[src/rtl/hall_decoder_if.sv]
// Hall decoder bus: raw sensor input and error clear toward the decoder,
// decoded step, direction, period and status back to the consumer.
interface hall_decoder_if #(
    parameter int unsigned PERIOD_W = 16
);
    logic [2:0]          hall_in;
    logic                err_clr;
    logic [2:0]          step;
    logic                step_valid;
    logic                step_pulse;
    logic                direction;
    logic [PERIOD_W-1:0] step_period;
    logic                period_valid;
    logic                hall_error;
    logic                stalled;

    modport master (
        output hall_in, err_clr,
        input  step, step_valid, step_pulse, direction, step_period,
               period_valid, hall_error, stalled
    );

    modport slave (
        input  hall_in, err_clr,
        output step, step_valid, step_pulse, direction, step_period,
               period_valid, hall_error, stalled
    );
endinterface

[src/rtl/hall_decoder.sv]
// Hall sensor decoder: synchronizes and glitch-filters three Hall inputs,
// maps them to a 6-step commutation index, and tracks direction, step
// period, invalid codes, skipped steps and stalls.
// Optional macro HALL_SKIP_TOLERANT_EN: accept single skipped steps
// (delta 2 forward, delta 4 reverse) with a halved period estimate.
module hall_decoder #(
    parameter int unsigned FILTER_LEN = 4,
    parameter int unsigned PERIOD_W   = 16,
    parameter int unsigned TIMEOUT    = 32'h0000_FFFF
) (
    input  logic          clk,
    input  logic          rst_n,
    hall_decoder_if.slave hall_bus
);

    localparam int unsigned FCNT_W = 8;
    localparam logic [PERIOD_W-1:0] CNT_MAX   = {PERIOD_W{1'b1}};
    localparam logic [PERIOD_W-1:0] TIMEOUT_V = PERIOD_W'(TIMEOUT);
    localparam logic [FCNT_W-1:0]   FILT_LAST = FCNT_W'(FILTER_LEN - 1);

    typedef enum logic [1:0] {
        ST_ACQUIRE = 2'd0,
        ST_LOCKED  = 2'd1,
        ST_RUN     = 2'd2
    } state_t;

    logic [2:0]          r_sync1;
    logic [2:0]          r_sync2;
    logic [2:0]          r_filt_code;
    logic [FCNT_W-1:0]   r_filt_cnt;
    logic                r_acc_valid;

    state_t              r_state;
    logic [2:0]          r_step;
    logic                r_step_valid;
    logic                r_step_pulse;
    logic                r_direction;
    logic [PERIOD_W-1:0] r_step_period;
    logic                r_period_valid;
    logic                r_hall_error;
    logic                r_stalled;
    logic [PERIOD_W-1:0] r_period_cnt;

    logic                w_code_ok;
    logic [2:0]          w_new_step;
    logic [3:0]          w_diff;
    logic [2:0]          w_delta;
    logic                w_skip;
    logic                w_adjacent;
    logic                w_reverse;
    logic [PERIOD_W-1:0] w_cnt_inc;
    logic [PERIOD_W-1:0] w_dist;

    // Two-flop synchronizer for the asynchronous Hall inputs
    always_ff @(posedge clk or negedge rst_n) begin
        if (!rst_n) begin
            r_sync1 <= 3'b000;
            r_sync2 <= 3'b000;
        end else begin
            r_sync1 <= hall_bus.hall_in;
            r_sync2 <= r_sync1;
        end
    end

    // Accept a new code only after FILTER_LEN consecutive differing samples
    always_ff @(posedge clk or negedge rst_n) begin
        if (!rst_n) begin
            r_filt_code <= 3'b000;
            r_filt_cnt  <= '0;
            r_acc_valid <= 1'b0;
        end else begin
            r_acc_valid <= 1'b0;
            if (r_sync2 == r_filt_code) begin
                r_filt_cnt <= '0;
            end else if (r_filt_cnt == FILT_LAST) begin
                r_filt_code <= r_sync2;
                r_filt_cnt  <= '0;
                r_acc_valid <= 1'b1;
            end else begin
                r_filt_cnt <= r_filt_cnt + FCNT_W'(1);
            end
        end
    end

    // Hall code to commutation step; 000 and 111 are invalid
    always_comb begin
        w_code_ok  = 1'b1;
        w_new_step = 3'd0;
        case (r_filt_code)
            3'b101:  w_new_step = 3'd0;
            3'b100:  w_new_step = 3'd1;
            3'b110:  w_new_step = 3'd2;
            3'b010:  w_new_step = 3'd3;
            3'b011:  w_new_step = 3'd4;
            3'b001:  w_new_step = 3'd5;
            default: w_code_ok  = 1'b0;
        endcase
    end

    // Step distance modulo 6 from the current step to the accepted one
    assign w_diff  = 4'(w_new_step) + 4'd6 - 4'(r_step);
    assign w_delta = (w_diff >= 4'd6) ? 3'(w_diff - 4'd6) : 3'(w_diff);

`ifdef HALL_SKIP_TOLERANT_EN
    assign w_skip = (w_delta == 3'd2) || (w_delta == 3'd4);
`else
    assign w_skip = 1'b0;
`endif

    assign w_adjacent = (w_delta == 3'd1) || (w_delta == 3'd5) || w_skip;
    assign w_reverse  = (w_delta == 3'd5) || (w_delta == 3'd4);

    // Saturating period counter increment and captured edge distance
    assign w_cnt_inc = (r_period_cnt == CNT_MAX) ? CNT_MAX : r_period_cnt + PERIOD_W'(1);
    assign w_dist    = w_cnt_inc;

    // Decoder state machine with registered outputs and period counter
    always_ff @(posedge clk or negedge rst_n) begin
        if (!rst_n) begin
            r_state        <= ST_ACQUIRE;
            r_step         <= 3'd0;
            r_step_valid   <= 1'b0;
            r_step_pulse   <= 1'b0;
            r_direction    <= 1'b0;
            r_step_period  <= '0;
            r_period_valid <= 1'b0;
            r_hall_error   <= 1'b0;
            r_stalled      <= 1'b0;
            r_period_cnt   <= '0;
        end else begin
            r_step_pulse <= 1'b0;
            r_period_cnt <= w_cnt_inc;
            if (hall_bus.err_clr) begin
                r_hall_error <= 1'b0;
            end

            if (r_acc_valid) begin
                if (!w_code_ok) begin
                    r_hall_error   <= 1'b1;
                    r_step_valid   <= 1'b0;
                    r_period_valid <= 1'b0;
                    r_state        <= ST_ACQUIRE;
                end else if (r_state == ST_ACQUIRE) begin
                    r_step       <= w_new_step;
                    r_step_valid <= 1'b1;
                    r_step_pulse <= 1'b1;
                    r_period_cnt <= '0;
                    r_state      <= ST_LOCKED;
                end else if (w_adjacent) begin
                    r_step        <= w_new_step;
                    r_step_pulse  <= 1'b1;
                    r_period_cnt  <= '0;
                    r_direction   <= w_reverse;
                    r_stalled     <= 1'b0;
                    r_step_period <= w_skip ? (w_dist >> 1) : w_dist;
                    if (r_state == ST_RUN) begin
                        r_period_valid <= 1'b1;
                    end
                    r_state <= ST_RUN;
                end else begin
                    // Skipped step: resync to the new position, distrust the period
                    r_hall_error   <= 1'b1;
                    r_step         <= w_new_step;
                    r_step_pulse   <= 1'b1;
                    r_period_cnt   <= '0;
                    r_period_valid <= 1'b0;
                    r_state        <= ST_LOCKED;
                end
            end else if (r_step_valid && (r_period_cnt == TIMEOUT_V)) begin
                r_stalled      <= 1'b1;
                r_period_valid <= 1'b0;
                r_state        <= ST_LOCKED;
            end
        end
    end

    assign hall_bus.step         = r_step;
    assign hall_bus.step_valid   = r_step_valid;
    assign hall_bus.step_pulse   = r_step_pulse;
    assign hall_bus.direction    = r_direction;
    assign hall_bus.step_period  = r_step_period;
    assign hall_bus.period_valid = r_period_valid;
    assign hall_bus.hall_error   = r_hall_error;
    assign hall_bus.stalled      = r_stalled;

endmodule
[src/flat_wrapper.sv]
// flat-port wrapper written by rule: the top's interface ports become plain ports
module hall_decoder_flat 
#(
    parameter int unsigned FILTER_LEN = 4,
    parameter int unsigned PERIOD_W   = 16,
    parameter int unsigned TIMEOUT    = 32'h0000_FFFF
)
  (clk, rst_n, hall_bus_hall_in, hall_bus_err_clr, hall_bus_step, hall_bus_step_valid, hall_bus_step_pulse, hall_bus_direction, hall_bus_step_period, hall_bus_period_valid, hall_bus_hall_error, hall_bus_stalled);
  hall_decoder_if #(.PERIOD_W(PERIOD_W)) hall_bus_i ();
  input  logic clk;
  input  logic rst_n;
  input wire logic [$bits(hall_bus_i.hall_in)-1:0] hall_bus_hall_in;
  input wire logic [$bits(hall_bus_i.err_clr)-1:0] hall_bus_err_clr;
  output wire logic [$bits(hall_bus_i.step)-1:0] hall_bus_step;
  output wire logic [$bits(hall_bus_i.step_valid)-1:0] hall_bus_step_valid;
  output wire logic [$bits(hall_bus_i.step_pulse)-1:0] hall_bus_step_pulse;
  output wire logic [$bits(hall_bus_i.direction)-1:0] hall_bus_direction;
  output wire logic [$bits(hall_bus_i.step_period)-1:0] hall_bus_step_period;
  output wire logic [$bits(hall_bus_i.period_valid)-1:0] hall_bus_period_valid;
  output wire logic [$bits(hall_bus_i.hall_error)-1:0] hall_bus_hall_error;
  output wire logic [$bits(hall_bus_i.stalled)-1:0] hall_bus_stalled;
  assign hall_bus_i.hall_in = hall_bus_hall_in;
  assign hall_bus_i.err_clr = hall_bus_err_clr;
  assign hall_bus_step = hall_bus_i.step;
  assign hall_bus_step_valid = hall_bus_i.step_valid;
  assign hall_bus_step_pulse = hall_bus_i.step_pulse;
  assign hall_bus_direction = hall_bus_i.direction;
  assign hall_bus_step_period = hall_bus_i.step_period;
  assign hall_bus_period_valid = hall_bus_i.period_valid;
  assign hall_bus_hall_error = hall_bus_i.hall_error;
  assign hall_bus_stalled = hall_bus_i.stalled;
  hall_decoder #(.FILTER_LEN(FILTER_LEN), .PERIOD_W(PERIOD_W), .TIMEOUT(TIMEOUT)) u_core (.clk(clk), .rst_n(rst_n), .hall_bus(hall_bus_i));
endmodule
[config.mk]
export PLATFORM = sky130hd
export DESIGN_NAME = hall_decoder_flat
export DESIGN_NICKNAME = d
export VERILOG_FILES = /design/src/rtl/hall_decoder_if.sv /design/src/rtl/hall_decoder.sv /design/src/flat_wrapper.sv
export SDC_FILE = /design/constraint.sdc
export NUM_CORES = 1
export LEC_CHECK = 0
export BUFFER_PORTS_ARGS = -buffer_cell sky130_fd_sc_hd__buf_2
export CAP_MARGIN = 40
export CORE_ASPECT_RATIO = 0.6
export CORE_MARGIN = 2
export CORE_UTILIZATION = 38
export DETAILED_ROUTE_END_ITERATION = 12
export PLACE_DENSITY_LB_ADDON = 0.08
export SKIP_LAST_GASP = 1
export SYNTH_ARGS = -nofsm -noshare
export SYNTH_HDL_FRONTEND = slang
export SYNTH_SLANG_ARGS = --single-unit
[constraint.sdc]
create_clock -name clk -period 3.05 [get_ports clk]
set_input_delay 0.1525 -clock clk [delete_from_list [all_inputs] [get_ports clk]]
set_output_delay 0.1525 -clock clk [all_outputs]
set_load 0.02 [all_outputs]
==> After elaboration in Yosys (flattened, before gate mapping) <==
Index checks and enable logic that the tools add are counted.
Widths: inputs -> output; s select.
{ "op_classes": {"bitwise_logic": 2, "n_addsub": 5, "n_lt_le_gt_ge": 1, "n_reduce_logical": 12, "n_eq_ne": 19, "mux": 35} }
{ "ops": {"columns": ["op", "count"], "rows": [
  ["$mux 16", 3],
  ["$mux 1", 23],
  ["$add 16x1->16 const B", 1],
  ["$eq 16x16->1 const B", 1],
  ["$mux 8", 2],
  ["$eq 3x3->1 const B", 5],
  ["$pmux 3 s5", 1],
  ["$mux 2", 5],
  ["$add 8x1->8 const B", 1],
  ["$eq 8x2->1 const B", 1],
  ["$ne 2x2->1 const B", 4],
  ["$reduce_and 4->1", 2],
  ["$eq 3x1->1 const B", 2],
  ["$eq 3x2->1 const B", 2],
  ["$reduce_and 2->1", 3],
  ["$reduce_or 6->1", 1],
  ["$add 3x3->4 const B", 1],
  ["$ge 4x3->1 const B", 1],
  ["$ne 4x4->1 const B", 1],
  ["$sub 4x3->4", 1],
  ["$eq 3x3->1", 1],
  ["$mux 3", 1],
  ["$ne 3x3->1 const B", 1],
  ["$reduce_and 3->1", 1],
  ["other kinds (7)", 9]
]} }
{ "totals": {"word_cells": 89, "output_inout_bits": 25, "input_bits": 6, "register_bits": 61} }

==> Longest topological paths before layout <==
{ "logic_depth": {"depth_word": 12, "depth_mapped": 12} }

==> Worst setup path before layout <==
No wires, ideal clock.
{ "synth_timing": {"path_kind": "flip-flop to flip-flop", "from": "register u_core.r_filt_code[0]", "to": "register u_core.r_direction, in the netlist u_core.hall_bus.direction", "slack_ps": 6, "setup_ps": 125, "required_time_ps": 2925, "path_buffers": 1, "arrival_time_ps": 2919, "path_stages_with_launch": 11, "cell_sequence": "dfrtp_1 > clkbuf_1 > nand2b_1 > ha_1 > inv_1 > ha_1 > fa_1 > xnor2_4 > mux2i_1 > nor4_4 > mux2_2"} }
{ "synth_between": {"elab_chain_cells": 9, "elab_cells_between_ends": 20, "cone_classes": "add/sub (3); order compare (1); eq/ne (9); mux (3); reduce/logical (4)"} }
{ "synth_rtl": {"columns": ["element", "line", "text"], "rows": [
  ["from (decl)", "hall_decoder.sv:29", "logic [2:0] r_filt_code;"],
  ["from (signal assigned)", "hall_decoder.sv:76", "r_filt_code <= r_sync2;"],
  ["$eq 3x1->1 (tied with other cells)", "hall_decoder.sv:89", "case (r_filt_code)"],
  ["$pmux 3 s5", "hall_decoder.sv:89", null],
  ["$add 3x3->4", "hall_decoder.sv:101", "assign w_diff = 4'(w_new_step) + 4'd6 - 4'(r_step);"],
  ["$sub 4x3->4", "hall_decoder.sv:101", null],
  ["$ge 4x3->1 or $sub 3x3->3 (tied branches)", "hall_decoder.sv:102", "assign w_delta = (w_diff >= 4'd6) ? 3'(w_diff - 4'd6) : 3'(w_diff);"],
  ["$mux 3", "hall_decoder.sv:102", null],
  ["$eq 3x1->1 or $eq 3x3->1 (tied branches)", "hall_decoder.sv:110, hall_decoder.sv:111", null],
  ["$logic_or 1x1->1", "hall_decoder.sv:110", "assign w_adjacent = (w_delta == 3'd1) || (w_delta == 3'd5) || w_skip;"],
  ["$reduce_and 4->1 (no line)", null, null],
  ["to (signal assigned)", "hall_decoder.sv:153", "r_direction <= w_reverse;"],
  ["to (decl)", "hall_decoder.sv:37", "logic r_direction;"]
]} }
Several ways; a longest one is shown, not always the timed one.
A chain may end at the register's enable or synchronous reset.

==> Final worst setup path <==
{ "layout_timing": {"from": "register u_core.r_filt_code[1]", "to": "register u_core.r_step_period[7], in the netlist u_core.hall_bus.step_period[7]"} }
{ "layout_between": {"elab_chain_cells": 9, "elab_cells_between_ends": 18, "cone_classes": "add/sub (3); order compare (1); eq/ne (8); mux (3); reduce/logical (3)"} }
{ "layout_rtl": {"columns": ["element", "line", "text"], "rows": [
  ["$eq 3x1->1 (tied with other cells)", "hall_decoder.sv:89", null],
  ["$pmux 3 s5", "hall_decoder.sv:89", null],
  ["$add 3x3->4", "hall_decoder.sv:101", null],
  ["$sub 4x3->4", "hall_decoder.sv:101", null],
  ["$ge 4x3->1 or $sub 3x3->3 (tied branches)", "hall_decoder.sv:102", null],
  ["$mux 3", "hall_decoder.sv:102", null],
  ["$eq 3x1->1 or $eq 3x3->1 (tied branches)", "hall_decoder.sv:110", null],
  ["$logic_or 1x1->1", "hall_decoder.sv:110", null],
  ["$reduce_and 4->1 (no line) *", null, null],
  ["to (signal assigned)", "hall_decoder.sv:155", "r_step_period <= w_skip ? (w_dist >> 1) : w_dist;"],
  ["to (decl)", "hall_decoder.sv:38", "logic [PERIOD_W-1:0] r_step_period;"]
]} }
Every way passes the cells marked *; elsewhere a longest branch is shown, timed or not.

==> metrics.cfg <==
[status]
run_status=finished, final reports clean

[critical_path]
crit_buf_inv=1
critPathLaunchType=flop
cp_common_cell=ha_1
timing.rr.start=u_core.r_filt_code[1]
crit_family=adder cells
critPathRequiredTime_ns=3.21
regToRegSetupSlack_ns=0.14
cp_max_fo=9
r2r-end=u_core.hall_bus.step_period[7]
slowest_stage=mux2_1
path_cells=or2_2 > nand2_1 > o21ai_1 > ha_1 > inv_1 > ha_1 > fa_2 > nand2b_1 > mux2_1 > a41oi_1 > a31oi_1
worst-r2r-cell-count=11
arrival_ns=3.08
crit_path_end_kind=flop
cp_slowest_stage_delay_ns=0.46
critPathKind=flop to flop

[routing]
wl_per_cell_um=15.7
vias_per_cell=5.08
via_count=2087
drt_iter0_markers=135
post-route-drc-count=0
drt_pre_antenna_iters=4
ant_nets=0
wl_mm=6.44

[clocking]
clk_pin_slew_ns=0.05
clock-sinks=61
clk_path_buf_depth=2
cts-buffers-inserted=9
cts_tree=done
insertion_delay_ns=0.32
htree_num_levels=3
cts_root_buffer=clkbuf_16

[sta]
skew_ns=0.00793
report.final.slew_viol_count=0
hold_viol=0
rsz0062_at_grt=false
slew_headroom=0.560
finalSetupViolCount=0
min_period_over_period=0.956
setup_ws_ns=0.135
clock.fmax_ghz=0.343
worst_slew_pin_slew_ns=0.660
fin_crit_ns=2.91

[global_route]
grt_overflow=0
grt_usage=0.174
grt_pass1_wl_mm=10.6
grt_pass1_vias=1983
grt_max_degree=45
antenna_found_initial=0

[synthesis]
ys_warn_count=0
synth_commonest_cells=dfrtp_1 (61), a21oi_1 (18), inv_1 (17), nor2_1 (17), nand2_1 (16)
synth-async-reset-ratio=1.00
yosysMostFrequentCell=dfrtp_1
synthesis.area_sq_um=2850
synth.area.top_cells=dfrtp_1 (54%), a21oi_1 (3.2%), mux2_2 (3.2%)
synth_nets=274
ys.flop_type=dfrtp_1
synth_cell_type_count=42
synth_edf_count=0
ys_seq_elements=61
seq_area_frac_synth=0.536
syn_area_per_cell_sq_um=10.9
synth_cells=261
yosys.area.top_type_share=0.536
synth_top_area_cell=dfrtp_1

[worst_hold_path]
hold_class=input pin to async pin

[placed_design]
dp_hpwl_mm=4.46
gp_congestion=0.763
post-place-ws_ns=0.0133
portBuffers=30

[pwr]
switching_share=0.406
peakVddDrop_mv=0.491
p_total_uw=3840
power.internal_uw=2280
clkPwrFrac=0.240
p_leak_uw=0.00159
share_seq_of_total_power=0.323
comb_power_share=0.438
p_per_area_nw_per_um2=1100
p_sw_uw=1560

[cells_and_area]
drive_gt1_frac=0.225
area_growth_pct=22.2
final_nets=317
antennaDiodeCount=0

[floorplanning]
core_area_sq_um=7270
die_y_um=71.0
fp.dieW_um=116
die-area_sq_um=8220
start_util=0.392
num_rows=24
ios=31

[job]
cap_viol_max_count=0

[power groups by stage]
stage	registers [uW]	logic, uW	clock network (uW)
floorplan	1320	1090	0
global placement	1240	1620	0
detailed placement	1240	1650	0
CTS	1230	1670	945
global route	1270	1850	982
finish	1240	1680	920
[layer usage]
layer / vias to the layer above / GRT usage / share of wire
li1: 1018 / - / -
met1: 1019 / 0.283 / 0.57
met2: 44 / 0.210 / 0.37
met3: 6 / 0.0514 / 0.048
met4: 0 / 0.0675 / 0.011
met5: - / 0 / 0
[layout make-up]
cell class                 count  area [sq um]
inverter                      18          67.6
multi-input combinational    171          1210
fill                         721          3790
timing repair buffer          43           280
clock inverter                 2          10.0
sequential                    61          1530
tap                          104           130
clock buffer                  12           256
[flip-flops by register name, indices dropped and copies added, names as in the netlist]
| name | cells |
|---|---|
| u_core.r_acc_valid | 1 |
| u_core.r_sync2 | 3 |
| u_core.hall_bus.step | 3 |
| u_core.r_filt_cnt | 8 |
| u_core.hall_bus.step_period | 16 |
| u_core.hall_bus.direction | 1 |
| u_core.hall_bus.period_valid | 1 |
| u_core.r_sync1 | 3 |
| u_core.hall_bus.stalled | 1 |
| u_core.hall_bus.step_valid | 1 |
| u_core.hall_bus.hall_error | 1 |
| u_core.r_period_cnt | 16 |
| u_core.r_state | 2 |
| u_core.r_filt_code | 3 |
| u_core.hall_bus.step_pulse | 1 |
[per-stage QoR]
stage                     instances  utilization  area (sq um)    TNS, ns  hold WS [ns]
after floorplan                 261            -          2850          0        -0.143
after global placement          391        0.431          3130          0         0.119
after detailed placement        391        0.431          3130          0         0.113
after CTS                       410        0.475          3450  -0.000435         0.299
after global routing            411        0.479          3480          0         0.343
final                           411        0.479          3480          0         0.295
[worst max-delay path by stage]
stage                          start                               to  slack, ns  depth (start not counted)
6_report       u_core.r_filt_code[1]   u_core.hall_bus.step_period[7]       0.14                         11
3_3_place_gp   u_core.r_filt_code[1]        u_core.hall_bus.direction       0.10                         11
3_5_place_dp   u_core.r_filt_code[1]        u_core.hall_bus.direction       0.01                         11
5_1_grt        u_core.r_filt_code[1]  u_core.hall_bus.step_period[10]      0.009                         13
4_1_cts        u_core.r_filt_code[1]   u_core.hall_bus.step_period[4]    -0.0004                         11
2_1_floorplan  u_core.r_filt_code[0]        u_core.hall_bus.direction      0.006                         10
[cells in the final DEF, fill, tap and decap left out, types with 6 or more instances in the layout]
cell type   n
a21oi_1    18
a31oi_1    10
a41oi_1     9
buf_2      30
clkbuf_16   9
dfrtp_1    60
ha_1        6
inv_1      17
mux2_2      8
mux2i_1     6
nand2_1    16
nand3_1    12
nor2_1     17
nor3_1      6
xnor2_1    10
xor2_1     10
[cell families after synthesis]
kind of cell / count (synthesis) / share of synthesized area
flops: 61 / 0.536
xor+xnor: 21 / 0.0712
fa+ha+maj: 7 / 0.0334
simple gates: 75 / 0.138
compound gates: 53 / 0.124
buf+inv: 29 / 0.0404
mux: 15 / 0.0567
[timing repair]
| action | in CTS | in global routing |
|---|---|---|
| endpoints found under the hold margin | 21 | 0 |
| setup endpoints to repair | 1 | 14 |
| resized for setup | 1 | 4 |
| hold buffers | 5 | 0 |
| buffers inserted | 0 | 1 |
| pin swaps | 0 | 2 |
No activity file was read; power rests on OpenSTA's default activity.
